==> config.mk <==
export PLATFORM = sky130hd
export DESIGN_NAME = eq_gain_sequencer_flat
export DESIGN_NICKNAME = d
export VERILOG_FILES = /design/src/rtl/eq_gain_sequencer_pkg.sv /design/src/rtl/eq_gain_sequencer_if.sv /design/src/rtl/eq_gain_sequencer_gain_step.sv /design/src/rtl/eq_gain_sequencer.sv /design/src/flat_wrapper.sv
export SDC_FILE = /design/constraint.sdc
export NUM_CORES = 1
export LEC_CHECK = 0
export ABC_AREA = 1
export ABC_CLOCK_PERIOD_IN_PS = 1500
export BUFFER_PORTS_ARGS = -buffer_cell sky130_fd_sc_hd__buf_2
export CAP_MARGIN = 20
export CORE_MARGIN = 1
export CORE_UTILIZATION = 25
export CTS_CLUSTER_SIZE = 20
export DETAILED_ROUTE_END_ITERATION = 12
export HOLD_SLACK_MARGIN = 0.12
export PLACE_DENSITY = 0.4
export SLEW_MARGIN = 5
export SYNTH_ARGS = -nofsm -noshare
export SYNTH_HDL_FRONTEND = slang
export SYNTH_HIERARCHICAL = 1
export SYNTH_SLANG_ARGS = --single-unit
==> constraint.sdc <==
create_clock -name clk -period 1.5 [get_ports clk]
set_input_delay 0.15 -clock clk [delete_from_list [all_inputs] [get_ports clk]]
set_output_delay 0.15 -clock clk [all_outputs]
set_load 0.05 [all_outputs]
==> src/rtl/eq_gain_sequencer_pkg.sv <==
// Shared encodings for the equalizer gain sequencer: command ops, band
// selector for "all bands" and the sequencer FSM states.
package eq_ctrl_pkg;

  typedef enum logic [1:0] {
    OP_SET     = 2'b00,
    OP_INC     = 2'b01,
    OP_DEC     = 2'b10,
    OP_DEFAULT = 2'b11
  } op_e;

  localparam logic [1:0] BAND_ALL = 2'd3;

  typedef enum logic [1:0] {
    ST_IDLE      = 2'd0,
    ST_WAIT_TICK = 2'd1,
    ST_RAMP      = 2'd2
  } state_e;

endpackage

==> src/rtl/eq_gain_sequencer_if.sv <==
// Gain command channel from the PS/2 front end (valid/ready handshake).
// The source holds every field stable while cmd_valid is high and cmd_ready low.
interface eq_gain_sequencer_if #(
  parameter int GW = 2
);
  logic          cmd_valid;
  logic          cmd_ready;
  logic [1:0]    cmd_band;
  logic [1:0]    cmd_op;
  logic [GW-1:0] cmd_value;

  modport master (
    output cmd_valid, cmd_band, cmd_op, cmd_value,
    input  cmd_ready
  );

  modport slave (
    input  cmd_valid, cmd_band, cmd_op, cmd_value,
    output cmd_ready
  );
endinterface

==> src/rtl/eq_gain_sequencer_gain_step.sv <==
// Per-band target/committed gain pair. Applies a saturating command to the
// target and, on commit, moves the committed gain toward the target.
// GAIN_RAMP_EN: when defined, each commit moves the gain by one LSB;
// otherwise the commit copies the target in one step.
module gain_step
  import eq_ctrl_pkg::*;
#(
  parameter int            GW           = 2,
  parameter logic [GW-1:0] GAIN_DEFAULT = 2'd1,
  parameter logic [GW-1:0] GAIN_MAX     = 2'd3
) (
  input  logic          clk,
  input  logic          rst,
  input  logic          load,
  input  op_e           op,
  input  logic [GW-1:0] value,
  input  logic          commit,
  output logic [GW-1:0] target,
  output logic [GW-1:0] gain,
  output logic          changed,
  output logic          settled
);

  logic [GW:0]   ext_target;
  logic [GW:0]   ext_value;
  logic [GW:0]   ext_max;
  logic [GW:0]   sum;
  logic [GW:0]   diff;
  logic [GW-1:0] target_nxt;
  logic [GW-1:0] commit_val;

  // Saturating target arithmetic, one bit wider than the gain word.
  always_comb begin
    ext_target = {1'b0, target};
    ext_value  = {1'b0, value};
    ext_max    = {1'b0, GAIN_MAX};
    sum        = ext_target + 1'b1;
    diff       = ext_target - 1'b1;
    target_nxt = target;
    case (op)
      OP_SET:     target_nxt = (ext_value > ext_max) ? GAIN_MAX : value;
      OP_INC:     target_nxt = (sum > ext_max) ? GAIN_MAX : sum[GW-1:0];
      OP_DEC:     target_nxt = (ext_target == '0) ? '0 : diff[GW-1:0];
      OP_DEFAULT: target_nxt = GAIN_DEFAULT;
      default:    target_nxt = target;
    endcase
  end

  // Value the gain takes on the next commit.
  always_comb begin
`ifdef GAIN_RAMP_EN
    if (gain < target)      commit_val = gain + 1'b1;
    else if (gain > target) commit_val = gain - 1'b1;
    else                    commit_val = gain;
`else
    commit_val = target;
`endif
    changed = (commit_val != gain);
    settled = (commit_val == target);
  end

  // Target follows accepted commands; gain only moves on commit.
  always_ff @(posedge clk or posedge rst) begin
    if (rst) begin
      target <= GAIN_DEFAULT;
      gain   <= GAIN_DEFAULT;
    end else begin
      if (load)   target <= target_nxt;
      if (commit) gain   <= commit_val;
    end
  end

endmodule

==> src/rtl/eq_gain_sequencer.sv <==
// Equalizer gain sequencer: accepts gain commands, saturates them into
// per-band targets and commits targets to the datapath gains only on ADC
// sample boundaries (the clk after a sample_tick).
// GAIN_RAMP_EN: when defined, gains step one LSB per tick through RAMP.
//
// state        | meaning
// -------------+-----------------------------------------------------
// ST_IDLE      | ready for a command, gains equal targets
// ST_WAIT_TICK | command applied to targets, waiting for sample_tick
// ST_RAMP      | gains stepping toward targets, one step per tick
module eq_gain_sequencer
  import eq_ctrl_pkg::*;
#(
  parameter int            GW           = 2,
  parameter logic [GW-1:0] GAIN_DEFAULT = 2'd1,
  parameter logic [GW-1:0] GAIN_MAX     = 2'd3
) (
  input  logic                 clk,
  input  logic                 rst,
  eq_gain_sequencer_if.slave   cmd,
  input  logic                 sample_tick,
  output logic [GW-1:0]        gain1,
  output logic [GW-1:0]        gain2,
  output logic [GW-1:0]        gain3,
  output logic                 update_pulse,
  output logic                 busy
);

  state_e        state, state_nxt;
  logic          ready;
  logic          commit;
  logic          transfer;
  logic [2:0]    load;
  logic [2:0]    changed;
  logic [2:0]    settled;
  logic [2:0]    mismatch;
  logic [GW-1:0] target [3];
  logic [GW-1:0] gain   [3];

  assign cmd.cmd_ready = ready;
  assign transfer      = cmd.cmd_valid & ready;

  // Band decode: BAND_ALL hits every band, otherwise only the addressed one.
  always_comb begin
    for (int i = 0; i < 3; i++) begin
      load[i] = transfer & ((cmd.cmd_band == BAND_ALL) || (cmd.cmd_band == 2'(i)));
    end
  end

  for (genvar g = 0; g < 3; g++) begin : g_band
    gain_step #(
      .GW           (GW),
      .GAIN_DEFAULT (GAIN_DEFAULT),
      .GAIN_MAX     (GAIN_MAX)
    ) u_step (
      .clk     (clk),
      .rst     (rst),
      .load    (load[g]),
      .op      (op_e'(cmd.cmd_op)),
      .value   (cmd.cmd_value),
      .commit  (commit),
      .target  (target[g]),
      .gain    (gain[g]),
      .changed (changed[g]),
      .settled (settled[g])
    );
    assign mismatch[g] = (target[g] != gain[g]);
  end

  assign gain1 = gain[0];
  assign gain2 = gain[1];
  assign gain3 = gain[2];
  assign busy  = (state != ST_IDLE) | (|mismatch);

  // State register.
  always_ff @(posedge clk or posedge rst) begin
    if (rst) state <= ST_IDLE;
    else     state <= state_nxt;
  end

  // Next state, handshake ready and commit strobe. A tick coinciding with
  // the transfer is seen in IDLE and therefore ignored.
  always_comb begin
    state_nxt = state;
    ready     = 1'b0;
    commit    = 1'b0;
    case (state)
      ST_IDLE: begin
        ready = 1'b1;
        if (cmd.cmd_valid) state_nxt = ST_WAIT_TICK;
      end
      ST_WAIT_TICK, ST_RAMP: begin
        if (sample_tick) begin
          commit    = 1'b1;
          state_nxt = (&settled) ? ST_IDLE : ST_RAMP;
        end
      end
      default: state_nxt = ST_IDLE;
    endcase
  end

  // Pulse in the same cycle the committed gains become visible.
  always_ff @(posedge clk or posedge rst) begin
    if (rst) update_pulse <= 1'b0;
    else     update_pulse <= commit & (|changed);
  end

endmodule

==> src/flat_wrapper.sv <==
// flat-port wrapper written by rule: the top's interface ports become plain ports
module eq_gain_sequencer_flat import eq_ctrl_pkg::*;
#(
  parameter int            GW           = 2,
  parameter logic [GW-1:0] GAIN_DEFAULT = 2'd1,
  parameter logic [GW-1:0] GAIN_MAX     = 2'd3
)
  (clk, rst, sample_tick, gain1, gain2, gain3, update_pulse, busy, cmd_cmd_valid, cmd_cmd_band, cmd_cmd_op, cmd_cmd_value, cmd_cmd_ready);
  eq_gain_sequencer_if #(.GW(GW)) cmd_i ();
  input  logic clk;
  input  logic rst;
  input  logic sample_tick;
  output logic [GW-1:0] gain1;
  output logic [GW-1:0] gain2;
  output logic [GW-1:0] gain3;
  output logic update_pulse;
  output logic busy;
  input wire logic [$bits(cmd_i.cmd_valid)-1:0] cmd_cmd_valid;
  input wire logic [$bits(cmd_i.cmd_band)-1:0] cmd_cmd_band;
  input wire logic [$bits(cmd_i.cmd_op)-1:0] cmd_cmd_op;
  input wire logic [$bits(cmd_i.cmd_value)-1:0] cmd_cmd_value;
  output wire logic [$bits(cmd_i.cmd_ready)-1:0] cmd_cmd_ready;
  assign cmd_i.cmd_valid = cmd_cmd_valid;
  assign cmd_i.cmd_band = cmd_cmd_band;
  assign cmd_i.cmd_op = cmd_cmd_op;
  assign cmd_i.cmd_value = cmd_cmd_value;
  assign cmd_cmd_ready = cmd_i.cmd_ready;
  eq_gain_sequencer #(.GW(GW), .GAIN_DEFAULT(GAIN_DEFAULT), .GAIN_MAX(GAIN_MAX)) u_core (.clk(clk), .rst(rst), .cmd(cmd_i), .sample_tick(sample_tick), .gain1(gain1), .gain2(gain2), .gain3(gain3), .update_pulse(update_pulse), .busy(busy));
endmodule
==> results of run 1 <==
path summary, 6_finish.rpt:
check | from | endpoint | slack, ns | cells after the start
worst max-delay path | u_core/state[0]$_DFFE_PP0P_ | busy | -0.006 | 8
worst min-delay path | sample_tick | u_core/update_pulse$_DFF_PP0_ | 0.19 | 3
worst max register to register | u_core/state[0]$_DFFE_PP0P_ | u_core/g_band[2].u_step/gain[0]$_DFFE_PP1P_ | 0.06 | 5
worst min register to register | u_core/state[1]$_DFFE_PP0P_ | u_core/state[1]$_DFFE_PP0P_ | 0.61 | 3
max in group asynchronous | rst | u_core/g_band[0].u_step/gain[0]$_DFFE_PP1P_ | 0.90 | 3
min in group asynchronous | rst | u_core/state[0]$_DFFE_PP0P_ | 0.36 | 3
worst max-delay path, delay by kind of cell, from the launching register on:
family,cells,cell delay (ns)
DFF,1,0.38
AOI/OAI and AO/OA,1,0.09
and+or+nand+nor,3,0.21
adders and majority gates,1,0.16
buffers and inverters,3,0.27
cell type report:
class | instances | share of cell area (%)
Multi-Input combinational cell | 120 | 42.41
Sequential cell | 15 | 26.38
Timing Repair Buffer | 29 | 12.50
Inverter | 43 | 11.12
Tap cell | 52 | 4.483
Clock buffer | 4 | 3.103
where the power goes:
part | internal [W] | switching [W]
combinational | 0.000722 | 0.00114
sequential | 0.000662 | 0.000218
clock | 0.000188 | 0.000132
total | 0.00157 | 0.00149
sequential cells by signal, indices dropped and copies added, names as in the netlist:
register	flops
u_core/g_band.u_step/gain	6
u_core/g_band.u_step/target	6
u_core/state	2
u_core/update_pulse	1
kinds of logic after synthesis:
family          Yosys count  share of synthesized area (%)
compound gates           14                          6.826
xor+xnor                  6                          4.550
fa+ha+maj                 5                          5.417
buf+inv                  46                          15.93
flops                    15                          33.15
mux                       3                          2.925
other cells               3                         0.9750
simple gates             89                          30.23
metal layers:
layer	part of all wire [%]	vias up	global-route usage [%]
li1	-	585	-
met1	49	499	14.99
met2	46	21	18.91
met3	3.5	4	2.453
met4	1.3	0	5.333
met5	0	-	0
metrics by stage:
stage	hold WS (ns)	cells
2_1_floorplan	-0.09636	181
3_3_place_gp	0.06805	249
3_5_place_dp	0.06776	249
4_1_cts	0.1831	261
5_1_grt	0.2009	263
6_report	0.1873	263
Yosys cell counts (all sizes together):
master  instances  share of area (%)
nand2          62                 20
inv            43                 14
nor2           17                5.5
a21oi          10                4.7
dfrtp           9                 20
nand3           8                3.5
dfstp           6                 14
xnor2           6                4.6
ha              5                5.4
buf             3                2.0
conb            3               0.98
mux2            3                2.9
o21ai           3                1.6
nand3b          1               0.65
nor3            1               0.43
o22ai           1               0.54
repair_timing:
| action | CTS | global route |
|---|---|---|
| endpoints found under the hold margin | 15 | 0 |
| setup endpoints to repair | 1 | 7 |
| hold buffers | 1 | 0 |
| buffers inserted | 7 | 2 |
| pin swaps | 1 | 0 |
| gates resized for setup | 2 | 7 |
cell usage in the layout, fill, tap and decap left out, types with 2 or more instances in the layout:
master	netlist	layout
nand2_2	0	2
inv_1	43	43
xnor2_1	6	6
nand3_1	8	8
a21oi_1	9	9
o21ai_0	2	2
dfstp_2	6	6
nor2_2	0	2
mux2_2	3	3
nand2_1	62	60
dfrtp_1	9	9
nor2_1	17	13
conb_1	3	3
ha_1	5	4
buf_4	3	10
nor2_4	0	2
buf_2	0	17
clkbuf_8	0	3
==> flow_summary.toml, run 1 <==
[timing]
rsz0062_at_grt = "yes"
maxSlewViolCount = 0
final.setup_skew_ns = 0.003469
max_freq_mhz = 664.0
setup_viol = 1
fin_ws_ns = -0.005952
fin_crit_ns = 1.506
hold_viol_final = 0
tns_ns = -0.005952
period_share_pct = 100.4

[layout]
syn2layout_area_growth_pct = 25.68
drive_above_1_share_pct = 23.22
antennaDiodeCount = 0
fin_area_um2 = 1451
seqCellArea_um2 = 382.9
utilization_pct = 33.11
multiInputGateArea_um2 = 615.6
layout.nets = 227
fillers = 478

[placement]
dp_slack_ns = 0.04920
gp_congestion = 0.7763
port_buffers = 18
placed_area_um2 = 1300
place_hpwl_mm = 2.101

[worst_setup_path]
cp_slowest_cell = "dfrtp_1"
crit_path_end_kind = "output pin"
worstPathRequired_ns = 1.35
crit_chain = "inv_1 -> ha_2 -> inv_1 -> a21oi_2 -> nand2_1 -> nor2_2 -> nand2_2 -> buf_6"
critPathLaunchType = "flop"
critPathMostFrequentCell = "inv_1"
critPathMaxStageDelay_ns = 0.38
worst-path-max-fanout = 2
worst-setup-path-type = "flop to output pin"
crit_arrival_ns = 1.36

[logic_synthesis]
synth_seq_cells = 15
synth_cell_types = 18
syn-cell-area_um2 = 1155
synth_cells = 181
yosysSeqAreaShare_pct = 33.15
yosys_warnings = 6
syn_nets = 196
syn_avg_cell_area_um2 = 6.380

[clock_tree]
path_clk_slew_ns = 0.06
root_buffer = "clkbuf_8"
clk_latency_ns = 0.24
cts_made_buffers = 3
clock_sinks = 15
cts_tree = "done"
cts.htree.levels = 1
clockBufferDepth = 2

[floorplan]
row_count = 24
start_util_pct = 26.34
ios = 19
die_x_um = 69.97
dieArea_um2 = 4895
coreArea_um2 = 4384
die_h_um = 69.97

[grt]
grt_max_degree = 13
grt_use_total_pct = 11.73
overflow = 0
grt_antenna_before_repair = 0
grt_pass1_vias = 1037
grt_first_pass_wirelength_mm = 4.505

[power]
power_density_nw_per_um2 = 2113
vdd_drop_max_uv = 461.3
power.leakage_nw = 0.8499
design_power_total_w = 0.003067

[run_status]
violations = "negative setup slack"
status = "finished, violations left"

[routing]
drtIter0Drc = 26
ant_nets = 0
firstDrtPassIters = 4
postRouteWirelength_mm = 2.616
viasPerCell = 4.217
drcViolationCount = 0
wl_per_cell_um = 9.947
via_count = 1109

[worst_hold_path]
hp-class = "primary input to flop"

[run]
drv_cap = 0
No activity file was read; power rests on OpenSTA's default activity.
==> inputs of run 2 (changes only) <==
Settings changed: CELL_PAD_IN_SITES_DETAIL_PLACEMENT set to 1, CELL_PAD_IN_SITES_GLOBAL_PLACEMENT set to 1, PLACE_DENSITY 0.4 to 0.53.
==> flow_summary.toml, run 2 (synthesized netlist as in run 1, its figures left out) <==
[floorplan]
die_h_um = 69.97
start_util_pct = 26.34
die_x_um = 69.97
dieArea_um2 = 4895
row_count = 24
ios = 19
coreArea_um2 = 4384

[routing]
drcViolationCount = 0
firstDrtPassIters = 4
wl_per_cell_um = 11.43
via_count = 1148
ant_nets = 0
postRouteWirelength_mm = 3.005
viasPerCell = 4.365
drtIter0Drc = 24

[worst_setup_path]
crit_arrival_ns = 1.36
crit_buf_inv = 3
critPathMostFrequentCell = "inv_2"
worst-setup-path-type = "flop to output pin"
crit_path_end_kind = "output pin"
critPathLaunchType = "flop"
critical_path.top_delay_family = "flip-flops"
worstPathRequired_ns = 1.35
crit_chain = "inv_2 -> ha_4 -> inv_2 -> a21oi_2 -> nand2_1 -> nor2_2 -> nand2_2 -> buf_8"
critPathMaxStageDelay_ns = 0.39
worst-path-max-fanout = 2
cp_slowest_cell = "dfrtp_1"

[run]
drv_cap = 0

[clock_tree]
root_buffer = "clkbuf_8"
cts_tree = "done"
clk_latency_ns = 0.25
clock_sinks = 15
clockBufferDepth = 2
path_clk_slew_ns = 0.06
cts_made_buffers = 3
cts.htree.levels = 1

[timing]
period_share_pct = 100.5
fin_ws_ns = -0.008164
hold_viol_final = 0
rsz0062_at_grt = "yes"
fin_crit_ns = 1.508
setup_viol = 1
max_freq_mhz = 663.1
final.setup_skew_ns = 0.002316
maxSlewViolCount = 0
whs_ns = 0.1700

[power]
p_comb_share_pct = 61.5
vdd_drop_max_uv = 507.1
intPower_w = 0.001607
p_clk_share_pct = 10.3
pwr-share-seq_pct = 28.3
power_density_nw_per_um2 = 2179
swShare_pct = 49.61
power.leakage_nw = 0.8551
design_power_total_w = 0.003189
net-switching-power_w = 0.001582

[grt]
grt_use_total_pct = 13.06
grt_antenna_before_repair = 0
grt_pass1_vias = 1146
grt_max_degree = 13
overflow = 0
grt_first_pass_wirelength_mm = 5.099

[run_status]
violations = "negative setup slack"
status = "finished, violations left"

[layout]
drive_above_1_share_pct = 26.54
utilization_pct = 33.39
syn2layout_area_growth_pct = 26.76
fillers = 575
final_cell_mix = "nand2_1, inv_1, buf_2, nor2_1, buf_4"
final_common_cell = "nand2_1"
antennaDiodeCount = 0
layout.cells.non_filler = 263
layout.nets = 227
top_regs = "u_core/g_band.u_step/gain x6, u_core/g_band.u_step/target x6, u_core/state x2"

[worst_hold_path]
hp-class = "primary input to flop"

[placement]
numPlacedInstances = 249
gp_congestion = 0.7037
port_buffers = 18
dp_slack_ns = 0.04300
place_hpwl_mm = 2.428
run 2: cell type report:
class / instances / area, µm² / share of cell area, %
tap: 52 / 65.06 / 4.444
inverter: 43 / 161.4 / 11.03
clock buffer: 3 / 41.29 / 2.821
timing repair buffer: 29 / 185.2 / 12.65
sequential: 15 / 382.9 / 26.15
multi-input combinational: 120 / 623.1 / 42.56
clock inverter: 1 / 5.005 / 0.3419
run 2: layer usage:
metal  share of wire [%]  global-route usage, %
met5                   0                      0
met4                 1.5                  5.333
met3                 3.5                  1.443
met2                  47                  22.01
met1                  48                  16.95
run 2: timing repair:
action / 4_1_cts / 5_1_grt
gates resized for setup: 7 / 8
hold buffers: 1 / 0
setup buffers: 6 / 3
endpoints found under the hold margin: 15 / 0
pin swaps: 4 / 1
endpoints found under the setup margin: 1 / 2
run 2: worst paths after layout:
check,from,to,slack (ns),cells after the start
worst max-delay path,u_core/state[1]$_DFFE_PP0P_,busy,-0.008,8
min in group asynchronous,rst,u_core/g_band[2].u_step/gain[1]$_DFFE_PP0P_,0.36,3
max in group asynchronous,rst,u_core/g_band[0].u_step/gain[0]$_DFFE_PP1P_,0.90,3
worst min-delay path,sample_tick,u_core/update_pulse$_DFF_PP0_,0.17,3
worst max register to register,u_core/state[1]$_DFFE_PP0P_,u_core/g_band[1].u_step/target[0]$_DFFE_PP1P_,0.11,8
worst min register to register,u_core/g_band[1].u_step/gain[1]$_DFFE_PP0P_,u_core/g_band[1].u_step/gain[1]$_DFFE_PP0P_,0.61,2
run 2: worst register-to-register path: stages, from the launching register on:
cell	delay (ns)
dfrtp_1	0.39
inv_2	0.08
ha_4	0.13
buf_4	0.11
nand2_1	0.11
nor2_2	0.20
inv_1	0.06
a21oi_1	0.12
a21oi_1	0.11
run 2: stage by stage:
step	area (µm²)	setup TNS [ns]
finish	1464	-0.008164
global placement	1300	0
detailed placement	1300	0
CTS	1421	-0.06834
global route	1464	-0.09449
floorplan	1160	0
run 2: power by group through the flow:
stage / sequential, W / clock, W / combinational, W
after floorplan: 0.00118 / 0 / 0.000983
after global placement: 0.000945 / 0 / 0.00157
after detailed placement: 0.000976 / 0 / 0.00163
after CTS: 0.000919 / 0.000346 / 0.00185
after global routing: 0.000942 / 0.000354 / 0.00219
final: 0.000901 / 0.000327 / 0.00196
==> inputs of run 3 (changes only) <==
Settings changed: ABC_CLOCK_PERIOD_IN_PS 1500 to 1700, SETUP_SLACK_MARGIN set to 0.1.
Clock period 1.5 ns to 1.7 ns, I/O delays scaled along.
==> flow_summary.toml, run 3 (synthesized netlist as in run 1, its figures left out) <==
[clock_tree]
cts.htree.levels = 1
clockBufferDepth = 2
cts_tree = "done"
root_buffer = "clkbuf_8"
clock_sinks = 15
cts_made_buffers = 3
clk_latency_ns = 0.24
path_clk_slew_ns = 0.06

[worst_setup_path]
critPathMaxStageDelay_ns = 0.39
crit_arrival_ns = 1.40
worst-setup-path-type = "flop to output pin"
crit_path_end_kind = "output pin"
cp_slowest_cell = "dfrtp_1"
crit_chain = "inv_2 -> ha_4 -> inv_2 -> a21oi_2 -> nand2_1 -> nor2_1 -> nand2_1 -> buf_6"
worstPathRequired_ns = 1.53
critPathLaunchType = "flop"
worst-path-max-fanout = 3

[floorplan]
die_h_um = 69.97
start_util_pct = 26.34
coreArea_um2 = 4384
die_x_um = 69.97
row_count = 24
ios = 19
dieArea_um2 = 4895

[routing]
drtIter0Drc = 11
ant_nets = 0
wl_met2_mm = 1.451
postRouteWirelength_mm = 3.066
firstDrtPassIters = 4
viasPerCell = 4.315
drcViolationCount = 0
wl_per_cell_um = 11.79
met1_length_mm = 1.488
route.met3.wl_um = 71
via_count = 1122
top_layer = "met4"

[layout]
final_common_cell = "nand2_1"
top_regs = "u_core/g_band.u_step/gain x6, u_core/g_band.u_step/target x6, u_core/state x2"
layout.cells.non_filler = 260
drive_above_1_share_pct = 20.67
syn2layout_area_growth_pct = 22.43
layout.nets = 224
fillers = 585
antennaDiodeCount = 0
final_cell_mix = "nand2_1, inv_1, buf_2, nor2_1"
fin_area_um2 = 1414

[run]
drv_cap = 0

[power]
p_comb_share_pct = 59.2
design_power_total_w = 0.002708
swShare_pct = 49.73
pwr-share-seq_pct = 30.5
power.leakage_nw = 0.8343
power_density_nw_per_um2 = 1915
vdd_drop_max_uv = 347.6
p_clk_share_pct = 10.3
net-switching-power_w = 0.001346
intPower_w = 0.001361

[grt]
grt_pass1_vias = 1192
grt_antenna_before_repair = 0
grt_first_pass_wirelength_mm = 5.175
grt_use_total_pct = 13.21
grt_max_degree = 13
overflow = 0

[timing]
max_freq_mhz = 637.5
fin_crit_ns = 1.569
setup_viol = 0
final.setup_skew_ns = 0.004021
period_share_pct = 92.27
hold_viol_final = 0
rsz0062_at_grt = "yes"
tns_ns = 0
maxSlewViolCount = 0

[placement]
port_buffers = 18
place_hpwl_mm = 2.526
numPlacedInstances = 249
gp_congestion = 0.6908
placed_area_um2 = 1297

[worst_hold_path]
hp-class = "primary input to flop"

[run_status]
status = "finished, final reports clean"
[run 3: worst paths after layout]
check / start / endpoint / slack [ns] / depth (start not counted)
worst max-delay path: u_core/state[0]$_DFFE_PP0P_ / busy / 0.13 / 8
worst min-delay path: sample_tick / u_core/update_pulse$_DFF_PP0_ / 0.20 / 3
worst max register to register: u_core/state[0]$_DFFE_PP0P_ / u_core/g_band[1].u_step/target[0]$_DFFE_PP1P_ / 0.27 / 8
worst min register to register: u_core/g_band[0].u_step/target[0]$_DFFE_PP1P_ / u_core/g_band[0].u_step/target[0]$_DFFE_PP1P_ / 0.56 / 2
max in group asynchronous: rst / u_core/g_band[0].u_step/gain[0]$_DFFE_PP1P_ / 1.08 / 3
min in group asynchronous: rst / u_core/update_pulse$_DFF_PP0_ / 0.38 / 3
[run 3: metal layers]
layer | up-vias | global-route usage [%]
met5 | - | 0
met4 | 0 | 5.556
met3 | 4 | 0.8658
met2 | 17 | 23.40
met1 | 519 | 16.49
li1 | 582 | -
[run 3: layout make-up]
class | instances | area, µm² | share of cell area [%]
Multi-Input combinational cell | 120 | 600.6 | 42.48
Tap cell | 52 | 65.06 | 4.602
Clock buffer | 4 | 45.04 | 3.186
Inverter | 43 | 161.4 | 11.42
Sequential cell | 15 | 382.9 | 27.08
Timing Repair Buffer | 26 | 158.9 | 11.24
[run 3: worst max-delay path, delay by kind of cell, from the launching register on]
kind / cells / cell delay (ns)
AOI/OAI and AO/OA: 1 / 0.09
adders and majority gates: 1 / 0.14
buffers and inverters: 3 / 0.27
DFF: 1 / 0.39
and+or+nand+nor: 3 / 0.26
[run 3: stage by stage]
stage                     hold WS [ns]  util [%]  setup slack (ns)
after detailed placement       0.09483     29.59            0.2291
after floorplan               -0.07636         -            0.1256
after global placement         0.09226     29.59            0.2952
final                           0.1991     32.25            0.1314
after global routing            0.2122     32.25           0.03382
after CTS                       0.1988     31.74            0.1065
[run 3: power groups by stage]
stage	clock, W	combinational (W)	sequential [W]
final	0.000278	0.00160	0.000826
after CTS	0.000290	0.00155	0.000835
after global placement	0	0.00138	0.000833
after global routing	0.000317	0.00179	0.000868
after detailed placement	0	0.00144	0.000860
after floorplan	0	0.000862	0.00104
[run 3: what timing repair did]
item                       4_1_cts  5_1_grt
hold buffers                     1        0
resized for setup                5        1
pin swaps                        1        3
hold endpoints to repair        15        0
buffers inserted                 3        3
setup endpoints to repair        1        1
